[src/rtl/mem_stage_ctrl_if.sv]
// mem_stage_ctrl_if: data-memory req/ack bus between the memory stage and data memory
interface mem_stage_ctrl_if;
   logic        dmem_req;
   logic        dmem_we;
   logic [15:0] dmem_addr;
   logic [15:0] dmem_wdata;
   logic [15:0] dmem_rdata;
   logic        dmem_ack;
   modport master (output dmem_req, dmem_we, dmem_addr, dmem_wdata, input dmem_rdata, dmem_ack);
   modport slave  (input dmem_req, dmem_we, dmem_addr, dmem_wdata, output dmem_rdata, dmem_ack);
endinterface

[src/rtl/mem_stage_ctrl.sv]
// mem_stage_ctrl: memory-stage load/store sequencing, stall, write-back and SIIC/RTI redirect
module mem_stage_ctrl #(
   parameter int          WAIT_MAX = 15,
   parameter logic [15:0] ISR_VEC  = 16'h0002
) (
   input  logic              clk,
   input  logic              rst,
   input  logic [15:0]       exmem_alu,
   input  logic [15:0]       exmem_b,
   input  logic [15:0]       exmem_nxt_pc,
   input  logic [2:0]        exmem_dst,
   input  logic              exmem_memtoreg,
   input  logic              exmem_memwrite,
   input  logic              exmem_regwrite,
   input  logic              exmem_enjal,
   input  logic              exmem_halt,
   input  logic              exmem_siic,
   input  logic              exmem_rti,
   mem_stage_ctrl_if.master  dmem,
   output logic              stall,
   output logic [15:0]       wb_data,
   output logic [2:0]        wb_dst,
   output logic              wb_regwrite,
   output logic              wb_halt,
   output logic              mem_err,
   output logic              redirect,
   output logic [15:0]       redirect_pc,
   output logic [15:0]       epc
);
   localparam int CW = $clog2(WAIT_MAX + 1);
   typedef enum logic [1:0] {IDLE, WAIT, HALTED} state_t;
   state_t        state_q, state_d;
   logic [15:0]   addr_q, addr_d, wdata_q, wdata_d, rdata_q, rdata_d;
   logic          we_q, we_d;
   logic [CW-1:0] cnt_q, cnt_d;
   logic [15:0]   wb_data_q, wb_data_d, redirect_pc_q, redirect_pc_d, epc_q, epc_d;
   logic [2:0]    wb_dst_q, wb_dst_d;
   logic          wb_regwrite_q, wb_regwrite_d, wb_halt_q, wb_halt_d;
   logic          mem_err_q, mem_err_d, redirect_q, redirect_d;
   logic          memop, stall_c, adv;
   // Next-state: access sequencing, timeout, write-back and redirect
   always_comb begin
      state_d       = state_q;
      addr_d        = addr_q;
      wdata_d       = wdata_q;
      we_d          = we_q;
      rdata_d       = rdata_q;
      cnt_d         = cnt_q;
      wb_data_d     = wb_data_q;
      wb_dst_d      = wb_dst_q;
      wb_regwrite_d = 1'b0;
      wb_halt_d     = wb_halt_q;
      mem_err_d     = mem_err_q;
      redirect_d    = 1'b0;
      redirect_pc_d = redirect_pc_q;
      epc_d         = epc_q;
      memop   = exmem_memtoreg | exmem_memwrite;
      stall_c = (state_q == IDLE && memop) || (state_q == WAIT && !dmem.dmem_ack);
      adv     = !stall_c && state_q != HALTED;
      if (state_q == IDLE && memop) begin
         addr_d  = exmem_alu;
         wdata_d = exmem_b;
         we_d    = exmem_memwrite;
         cnt_d   = '0;
         state_d = WAIT;
      end
      if (state_q == WAIT) begin
         if (dmem.dmem_ack) begin
            rdata_d = dmem.dmem_rdata;
            state_d = IDLE;
         end else if (cnt_q == CW'(WAIT_MAX - 1)) begin
            mem_err_d = 1'b1;
            wb_halt_d = 1'b1;
            state_d   = HALTED;
         end else begin
            cnt_d = cnt_q + 1'b1;
         end
      end
      if (adv) begin
         wb_dst_d      = exmem_dst;
         wb_regwrite_d = exmem_regwrite & ~exmem_memwrite;
         wb_data_d     = exmem_enjal ? exmem_nxt_pc :
                         exmem_memtoreg ? (state_q == WAIT ? dmem.dmem_rdata : rdata_q) : exmem_alu;
         if (exmem_halt) begin
            wb_halt_d = 1'b1;
            state_d   = HALTED;
         end
         if (exmem_siic) begin
            epc_d         = exmem_nxt_pc;
            redirect_d    = 1'b1;
            redirect_pc_d = ISR_VEC;
         end else if (exmem_rti) begin
            redirect_d    = 1'b1;
            redirect_pc_d = epc_q;
         end
      end
   end
   // State and output registers, cleared asynchronously
   always_ff @(posedge clk or posedge rst) begin
      if (rst) begin
         state_q       <= IDLE;
         addr_q        <= '0;
         wdata_q       <= '0;
         we_q          <= 1'b0;
         rdata_q       <= '0;
         cnt_q         <= '0;
         wb_data_q     <= '0;
         wb_dst_q      <= '0;
         wb_regwrite_q <= 1'b0;
         wb_halt_q     <= 1'b0;
         mem_err_q     <= 1'b0;
         redirect_q    <= 1'b0;
         redirect_pc_q <= '0;
         epc_q         <= '0;
      end else begin
         state_q       <= state_d;
         addr_q        <= addr_d;
         wdata_q       <= wdata_d;
         we_q          <= we_d;
         rdata_q       <= rdata_d;
         cnt_q         <= cnt_d;
         wb_data_q     <= wb_data_d;
         wb_dst_q      <= wb_dst_d;
         wb_regwrite_q <= wb_regwrite_d;
         wb_halt_q     <= wb_halt_d;
         mem_err_q     <= mem_err_d;
         redirect_q    <= redirect_d;
         redirect_pc_q <= redirect_pc_d;
         epc_q         <= epc_d;
      end
   end
   // Stall is masked during reset so the pipeline enable is released immediately
   assign stall           = stall_c & ~rst;
   assign dmem.dmem_req   = state_q == WAIT;
   assign dmem.dmem_we    = we_q;
   assign dmem.dmem_addr  = addr_q;
   assign dmem.dmem_wdata = wdata_q;
   assign wb_data         = wb_data_q;
   assign wb_dst          = wb_dst_q;
   assign wb_regwrite     = wb_regwrite_q;
   assign wb_halt         = wb_halt_q;
   assign mem_err         = mem_err_q;
   assign redirect        = redirect_q;
   assign redirect_pc     = redirect_pc_q;
   assign epc             = epc_q;
endmodule
[src/flat_wrapper.sv]
// flat-port wrapper written by rule: the top's interface ports become plain ports
module mem_stage_ctrl_flat 
#(
   parameter int          WAIT_MAX = 15,
   parameter logic [15:0] ISR_VEC  = 16'h0002
)
  (clk, rst, exmem_alu, exmem_b, exmem_nxt_pc, exmem_dst, exmem_memtoreg, exmem_memwrite, exmem_regwrite, exmem_enjal, exmem_halt, exmem_siic, exmem_rti, stall, wb_data, wb_dst, wb_regwrite, wb_halt, mem_err, redirect, redirect_pc, epc, dmem_dmem_req, dmem_dmem_we, dmem_dmem_addr, dmem_dmem_wdata, dmem_dmem_rdata, dmem_dmem_ack);
  mem_stage_ctrl_if dmem_i ();
  input  logic clk;
  input  logic rst;
  input  logic [15:0] exmem_alu;
  input  logic [15:0] exmem_b;
  input  logic [15:0] exmem_nxt_pc;
  input  logic [2:0] exmem_dst;
  input  logic exmem_memtoreg;
  input  logic exmem_memwrite;
  input  logic exmem_regwrite;
  input  logic exmem_enjal;
  input  logic exmem_halt;
  input  logic exmem_siic;
  input  logic exmem_rti;
  output logic stall;
  output logic [15:0] wb_data;
  output logic [2:0] wb_dst;
  output logic wb_regwrite;
  output logic wb_halt;
  output logic mem_err;
  output logic redirect;
  output logic [15:0] redirect_pc;
  output logic [15:0] epc;
  output wire logic [$bits(dmem_i.dmem_req)-1:0] dmem_dmem_req;
  output wire logic [$bits(dmem_i.dmem_we)-1:0] dmem_dmem_we;
  output wire logic [$bits(dmem_i.dmem_addr)-1:0] dmem_dmem_addr;
  output wire logic [$bits(dmem_i.dmem_wdata)-1:0] dmem_dmem_wdata;
  input wire logic [$bits(dmem_i.dmem_rdata)-1:0] dmem_dmem_rdata;
  input wire logic [$bits(dmem_i.dmem_ack)-1:0] dmem_dmem_ack;
  assign dmem_dmem_req = dmem_i.dmem_req;
  assign dmem_dmem_we = dmem_i.dmem_we;
  assign dmem_dmem_addr = dmem_i.dmem_addr;
  assign dmem_dmem_wdata = dmem_i.dmem_wdata;
  assign dmem_i.dmem_rdata = dmem_dmem_rdata;
  assign dmem_i.dmem_ack = dmem_dmem_ack;
  mem_stage_ctrl #(.WAIT_MAX(WAIT_MAX), .ISR_VEC(ISR_VEC)) u_core (.clk(clk), .rst(rst), .exmem_alu(exmem_alu), .exmem_b(exmem_b), .exmem_nxt_pc(exmem_nxt_pc), .exmem_dst(exmem_dst), .exmem_memtoreg(exmem_memtoreg), .exmem_memwrite(exmem_memwrite), .exmem_regwrite(exmem_regwrite), .exmem_enjal(exmem_enjal), .exmem_halt(exmem_halt), .exmem_siic(exmem_siic), .exmem_rti(exmem_rti), .dmem(dmem_i), .stall(stall), .wb_data(wb_data), .wb_dst(wb_dst), .wb_regwrite(wb_regwrite), .wb_halt(wb_halt), .mem_err(mem_err), .redirect(redirect), .redirect_pc(redirect_pc), .epc(epc));
endmodule
[config.mk]
export PLATFORM = sky130hd
export DESIGN_NAME = mem_stage_ctrl_flat
export DESIGN_NICKNAME = d
export VERILOG_FILES = /design/src/rtl/mem_stage_ctrl_if.sv /design/src/rtl/mem_stage_ctrl.sv /design/src/flat_wrapper.sv
export SDC_FILE = /design/constraint.sdc
export NUM_CORES = 1
export LEC_CHECK = 0
export BUFFER_PORTS_ARGS = -buffer_cell sky130_fd_sc_hd__buf_2
export CAP_MARGIN = 20
export CORE_ASPECT_RATIO = 1.2
export CORE_MARGIN = 4
export CORE_UTILIZATION = 53
export DETAILED_ROUTE_END_ITERATION = 8
export PLACE_DENSITY = 0.95
export SLEW_MARGIN = 20
export SYNTH_ARGS = -nofsm -noshare
export SYNTH_HDL_FRONTEND = slang
export SYNTH_SLANG_ARGS = --single-unit
[constraint.sdc]
create_clock -name clk -period 7 [get_ports clk]
set_input_delay 1.4 -clock clk [delete_from_list [all_inputs] [get_ports clk]]
set_output_delay 1.4 -clock clk [all_outputs]
set_load 0.01 [all_outputs]
==> results of run 1 <==
## cell usage in the layout, fill, tap and decap left out, types with 3 or more instances in the layout
cell type	count
a22o_1	15
nand2_1	149
nand3_1	4
clkbuf_8	9
a31oi_1	17
dfrtp_1	110
mux2_2	35
o21ai_0	3
a311o_1	16
inv_1	4
nor2_1	36
buf_2	166
## per-layer routing
metal / vias up / global-route usage / wire (um)
met5: - / 0 / 0
met4: 0 / 0.0978 / 320
met3: 35 / 0.0497 / 903
met2: 183 / 0.393 / 6040
met1: 1857 / 0.305 / 4720
li1: 1807 / - / -
## metrics by stage
step           hold WS [ns]  total power [mW]  instances  utilization
2_1_floorplan         0.468              1.64        445            -
3_3_place_gp          0.445              1.97        704        0.643
3_5_place_dp          0.457              2.02        704        0.643
4_1_cts               0.479              2.42        720        0.667
5_1_grt               0.498              2.57        720        0.667
6_report              0.476              2.40        720        0.667
## state kept, by name, summed over array words and instances (netlist names)
signal and count:
u_core.wb_dst 3, u_core.redirect 1, u_core.wb_data 16, u_core.cnt_q 4
u_core.dmem.dmem_we 1, u_core.rdata_q 16, u_core.redirect_pc 16, u_core.mem_err 1
u_core.dmem.dmem_wdata 16, u_core.dmem.dmem_addr 16, u_core.wb_halt 1, u_core.wb_regwrite 1
u_core.epc 16, u_core.state_q 2
## logic make-up (layout without fill, tap and decap cells)
family,after synthesis,in the layout,synth area share
compound gates,63,63,0.107
fa+ha+maj,2,2,0.00539
buf+inv,33,191,0.0345
flops,110,110,0.593
mux,36,36,0.0871
simple gates,201,201,0.173
## cell type report
class	count	area [um^2]
clock buffer	9	124
clock inverter	7	80.1
fill	648	2850
inverter	6	25.0
multi-input combinational	302	1730
sequential	110	2750
tap	117	146
timing repair buffer	169	857
## power by group through the flow
stage	sequential, mW	clock [mW]	combinational (mW)
2_1_floorplan	1.20	0	0.432
3_5_place_dp	1.11	0	0.914
5_1_grt	1.14	0.426	1.01
3_3_place_gp	1.09	0	0.873
6_report	1.10	0.392	0.910
4_1_cts	1.10	0.399	0.919
## worst paths after layout
| check | to | cells past startpoint | from | slack [ns] |
|---|---|---|---|---|
| max | stall | 4 | exmem_memtoreg | 3.31 |
| min | u_core.wb_halt | 1 | u_core.wb_halt | 0.48 |
| max reg2reg | u_core.rdata_q[4] | 4 | u_core.state_q[1] | 4.51 |
| min reg2reg | u_core.wb_halt | 1 | u_core.wb_halt | 0.48 |
| max in group asynchronous | u_core.wb_data[13] | 3 | rst | 4.97 |
| min in group asynchronous | u_core.dmem.dmem_wdata[14] | 2 | rst | 1.00 |
==> flow_summary.yaml, run 1 <==
cts:
  clockRootBuffer: "clkbuf_8"
  clk_pin_slew_ns: 0.09
  cts_tree: "yes"
  clock_latency_ns: 0.37
  clock-sinks: 110
  ctsHoldBuffers: 0
  clock_path_buffers: 2
  post_cts_buffers: 0
  cts_buffers: 9
  htree_levels: 3
  ctsResizeCount: 0
power:
  p_clk_frac: 0.163
  switching_share: 0.371
  powerDensity_mw_per_mm2: 421
  p_int_mw: 1.51
  p_comb_frac: 0.379
  irDropWorstVdd_mv: 0.254
  power.switching_mw: 0.893
  seq_power_share: 0.458
  p_leak_nw: 2.97
sta:
  rsz0062_at_grt: "no"
  tightest_slew_ns: 1.07
  finalHoldViolations: 0
  slew_viol_final: 0
  min_period_ns: 3.69
  finalClockSkew_ns: 0.0166
  final-setup-viol-count: 0
  fin_crit_sh: 0.527
  fin_setup_tns_ns: 0
  max_freq_mhz: 271
  setup_ws_ns: 3.31
  relSlewSlack: 0.282
placement:
  portBuffers: 166
  gp_congestion: 0.854
  hpwlAfterDp_mm: 8.71
  post-place-ws_ns: 3.32
  dpl_cell_area_mm2: 0.00551
global_routing:
  antenna_found_initial: 0
  grt_pass1_wl_mm: 19.5
  grt_max_degree: 84
  grt_overflow: 0
  grt_pass1_vias: 3898
  track_usage: 0.239
drt:
  vias_per_cell: 5.39
  drcViolationCount: 0
  dr.pass1.iters: 4
  routedWlPerCell_um: 16.7
  drt-total-wl_mm: 12.0
  via_count: 3882
  drt_iter0_markers: 222
  antenna_left: 0
synth:
  ys_ff_latch: 110
  synth_enable_flop_cells: 0
  yosysMostFrequentCell: "nand2_1"
  yosysTopAreaCell: "dfrtp_1"
  yosysSeqAreaShare: 0.593
  synth_area_leaders: "dfrtp_1 59%, nand2_1 12%, mux2_2 8.5%"
  synth_top_area_frac: 0.593
  ys.flop_type: "dfrtp_1"
  synth_nets: 524
  netlist_area_mm2: 0.00464
  synth.distinct_cells: 34
  ys_warn_count: 0
  netlist_top_cells_count: "149 x nand2_1, 110 x dfrtp_1, 36 x nor2_1"
  synthArstFlopShare: 1.00
  syn_area_per_cell_um2: 10.4
  syn_inst: 445
worst_setup_path:
  crit_chain: "buf_2 -> o21ai_2 -> a21oi_1 -> buf_2"
  cp_common_cell: "buf_2"
  setup.worst_path.start_class: "input pin"
  crit_buf_inv: 2
  arrival_ns: 2.29
  cpLargestDelayFamily: "buffers and inverters"
  cp.required_ns: 5.60
  worstSetupPathType: "input pin to output port"
  worstPathMaxFanout: 36
  crit_path_top_delay_cell: "buf_2"
  cp-end-kind: "output port"
  cp_slowest_stage_delay_ns: 0.49
floorplan:
  die-area_mm2: 0.0103
  die_h_um: 110
  coreArea_mm2: 0.00856
  num_rows: 37
  io-pin-count: 167
  start_util: 0.542
  die_x_um: 93.4
finish:
  diodes: 0
  area_delta_synth_final_pct: 23.2
  final_area_mm2: 0.00572
  drive_above_1_share: 0.375
  nets: 677
outcome:
  status: "finished, final reports clean"
hold_path:
  holdCritPathClass: "register to register"
flow_run:
  max_cap_viol_count: 0
Power figures use the tool's default switching activity.
==> run 2: changes to the inputs <==
--- a/config.mk
+++ b/config.mk
@@ -5,13 +5,14 @@
 export SDC_FILE = /design/constraint.sdc
 export NUM_CORES = 1
 export LEC_CHECK = 0
+export ABC_AREA = 1
 export BUFFER_PORTS_ARGS = -buffer_cell sky130_fd_sc_hd__buf_2
 export CAP_MARGIN = 20
 export CORE_ASPECT_RATIO = 1.2
 export CORE_MARGIN = 4
-export CORE_UTILIZATION = 53
+export CORE_UTILIZATION = 46
 export DETAILED_ROUTE_END_ITERATION = 8
-export PLACE_DENSITY = 0.95
+export PLACE_DENSITY = 0.87
 export SLEW_MARGIN = 20
 export SYNTH_ARGS = -nofsm -noshare
 export SYNTH_HDL_FRONTEND = slang
==> constraint.sdc (replaced) <==
create_clock -name clk -period 2.96 [get_ports clk]
set_input_delay 0.592 -clock clk [delete_from_list [all_inputs] [get_ports clk]]
set_output_delay 0.592 -clock clk [all_outputs]
set_load 0.01 [all_outputs]
==> run 2 against run 1 <==
Effect of this change: global-route usage shrank 2.2 points; count of clock-buffer cells in the layout is 2 higher; critical path depth rose by 2; via count rose by 19%; largest cell class unchanged.
==> flow_summary.yaml, run 2 <==
sta:
  tightest_slew_ns: 0.981
  slew_viol_final: 0
  relSlewSlack: 0.346
  max_freq_mhz: 427
  fin_setup_tns_ns: 0
  min_period_ns: 2.34
  rsz0062_at_grt: "no"
  fin_crit_sh: 0.791
  final-setup-viol-count: 0
  finalClockSkew_ns: 0.00586
  finalHoldViolations: 0
cts:
  clock_latency_ns: 0.34
  cts_tree: "yes"
  htree_levels: 3
  cts_buffers: 9
  post_cts_buffers: 0
  clk_pin_slew_ns: 0.07
  ctsResizeCount: 0
  clock_path_buffers: 2
  ctsHoldBuffers: 0
  clockRootBuffer: "clkbuf_16"
  clock-sinks: 110
worst_setup_path:
  setup.worst_path.start_class: "register"
  cp-end-kind: "output port"
  arrival_ns: 1.75
  cp.required_ns: 2.37
  worstPathMaxFanout: 19
  worstSetupPathType: "register to output port"
finish:
  num-fill-cells: 1024
  layout_common_cells: "305 x nand2_1, 166 x buf_2, 110 x dfrtp_1"
  area_delta_synth_final_pct: 23.8
  nets: 895
  final_common_cell: "nand2_1"
  instances_no_fill: 950
  drive_above_1_share: 0.246
  diodes: 0
drt:
  vias_per_cell: 4.87
  dr.pass1.iters: 7
  drt_iter0_markers: 349
  drcViolationCount: 0
  routedWlPerCell_um: 14.3
  via_count: 4626
  drt-total-wl_mm: 13.6
  antenna_left: 0
synth:
  yosysTopAreaCell: "dfrtp_1"
  ys.flop_type: "dfrtp_1"
  synth_area_leaders: "dfrtp_1 54%, nand2_1 23%, nand3_1 4.9%"
  synth_nets: 745
  netlist_top_cells_count: "305 x nand2_1, 110 x dfrtp_1, 64 x inv_1"
  ys_ff_latch: 110
  synth_enable_flop_cells: 0
  yosysSeqAreaShare: 0.542
  syn_area_per_cell_um2: 7.63
  netlist_area_mm2: 0.00508
  synth_top_area_frac: 0.542
  synthArstFlopShare: 1.00
  ys_warn_count: 0
  syn_inst: 666
  synth.distinct_cells: 22
  yosysMostFrequentCell: "nand2_1"
flow_run:
  max_cap_viol_count: 0
global_routing:
  grt_max_degree: 111
  grt_pass1_wl_mm: 22.1
  track_usage: 0.217
  grt_overflow: 0
  use_met1: 0.272
  antenna_found_initial: 0
  met2_usage: 0.374
  use_met3: 0.0428
  grt_pass1_vias: 4556
  grt-busiest-layer: "met2"
power:
  p_clk_frac: 0.438
  powerDensity_mw_per_mm2: 481
  p_comb_frac: 0.060
  p_int_mw: 2.37
  seq_power_share: 0.503
  power.switching_mw: 0.656
  p_leak_nw: 3.87
  irDropWorstVdd_mv: 0.233
  switching_share: 0.217
outcome:
  status: "finished, final reports clean"
floorplan:
  die-area_mm2: 0.0128
  die_h_um: 123
  start_util: 0.476
  die_x_um: 104
  io-pin-count: 167
  num_rows: 41
  coreArea_mm2: 0.0107
placement:
  hpwlAfterDp_mm: 10.1
  portBuffers: 166
  dp.cells: 934
  gp_congestion: 0.869
hold_path:
  holdCritPathClass: "input pin to asynchronous set/reset pin"
-- run 2: stage by stage --
step	area, um^2	setup WS, ns	utilization	hold slack [ns]	power (mW)
after floorplan	5080	1.04	-	0.453	1.63
after global placement	5960	0.634	0.558	0.454	1.73
after detailed placement	5960	0.563	0.558	0.460	1.73
after CTS	6290	0.606	0.589	0.426	3.05
after global routing	6290	0.507	0.589	0.433	3.12
final	6290	0.620	0.589	0.413	3.02
-- run 2: worst paths after layout --
path,from,end,slack (ns),cells past startpoint
setup reg to reg,u_core.state_q[1],u_core.rdata_q[1],0.84,5
setup / recovery,u_core.state_q[1],stall,0.62,6
hold reg to reg,u_core.wb_data[8],u_core.wb_data[8],0.48,2
hold / removal,rst,u_core.rdata_q[8],0.41,3
max in group asynchronous,rst,u_core.wb_data[7],2.11,3
min in group clk,exmem_b[5],u_core.dmem.dmem_wdata[5],0.44,3
-- run 2: metal layers --
metal | share of wire | vias up | wire length (um)
met2 | 0.50 | 177 | 6790
met4 | 0.023 | 0 | 308
li1 | - | 2314 | -
met3 | 0.063 | 24 | 856
met5 | 0 | - | 0
met1 | 0.41 | 2111 | 5600
-- run 2: cells by family after synthesis --
logic type | Yosys count | synth area share
buffers and inverters | 98 | 0.0818
and+or+nand+nor | 420 | 0.335
xor gates and xnor gates | 1 | 0.00172
AOI/OAI and AO/OA | 35 | 0.0345
adders and majority gates | 2 | 0.00492
DFF | 110 | 0.542
-- run 2: worst max-delay path, stage by stage (launching register included) --
cell     delay [ns]
dfrtp_1        0.41
inv_2          0.27
nand3_2        0.24
nand2_1        0.20
inv_1          0.08
nor2_1         0.08
buf_2          0.13
-- run 2: final cells by class --
cell class,count,area (um^2),area share
clock inverters,5,81.3,0.0129
inverters,67,255,0.0406
repair buffers,170,873,0.139
flip-flops and latches,110,2750,0.438
multi-input cells,458,1910,0.304
clock buffers,11,253,0.0402
well taps,129,161,0.0257
-- run 2: power groups by stage --
| stage | Sequential [mW] | Combinational [mW] | Clock (mW) |
|---|---|---|---|
| after global routing | 1.52 | 0.203 | 1.40 |
| final | 1.52 | 0.180 | 1.32 |
| after CTS | 1.52 | 0.182 | 1.34 |
| after detailed placement | 1.55 | 0.181 | 0 |
| after floorplan | 1.56 | 0.0760 | 0 |
| after global placement | 1.55 | 0.180 | 0 |
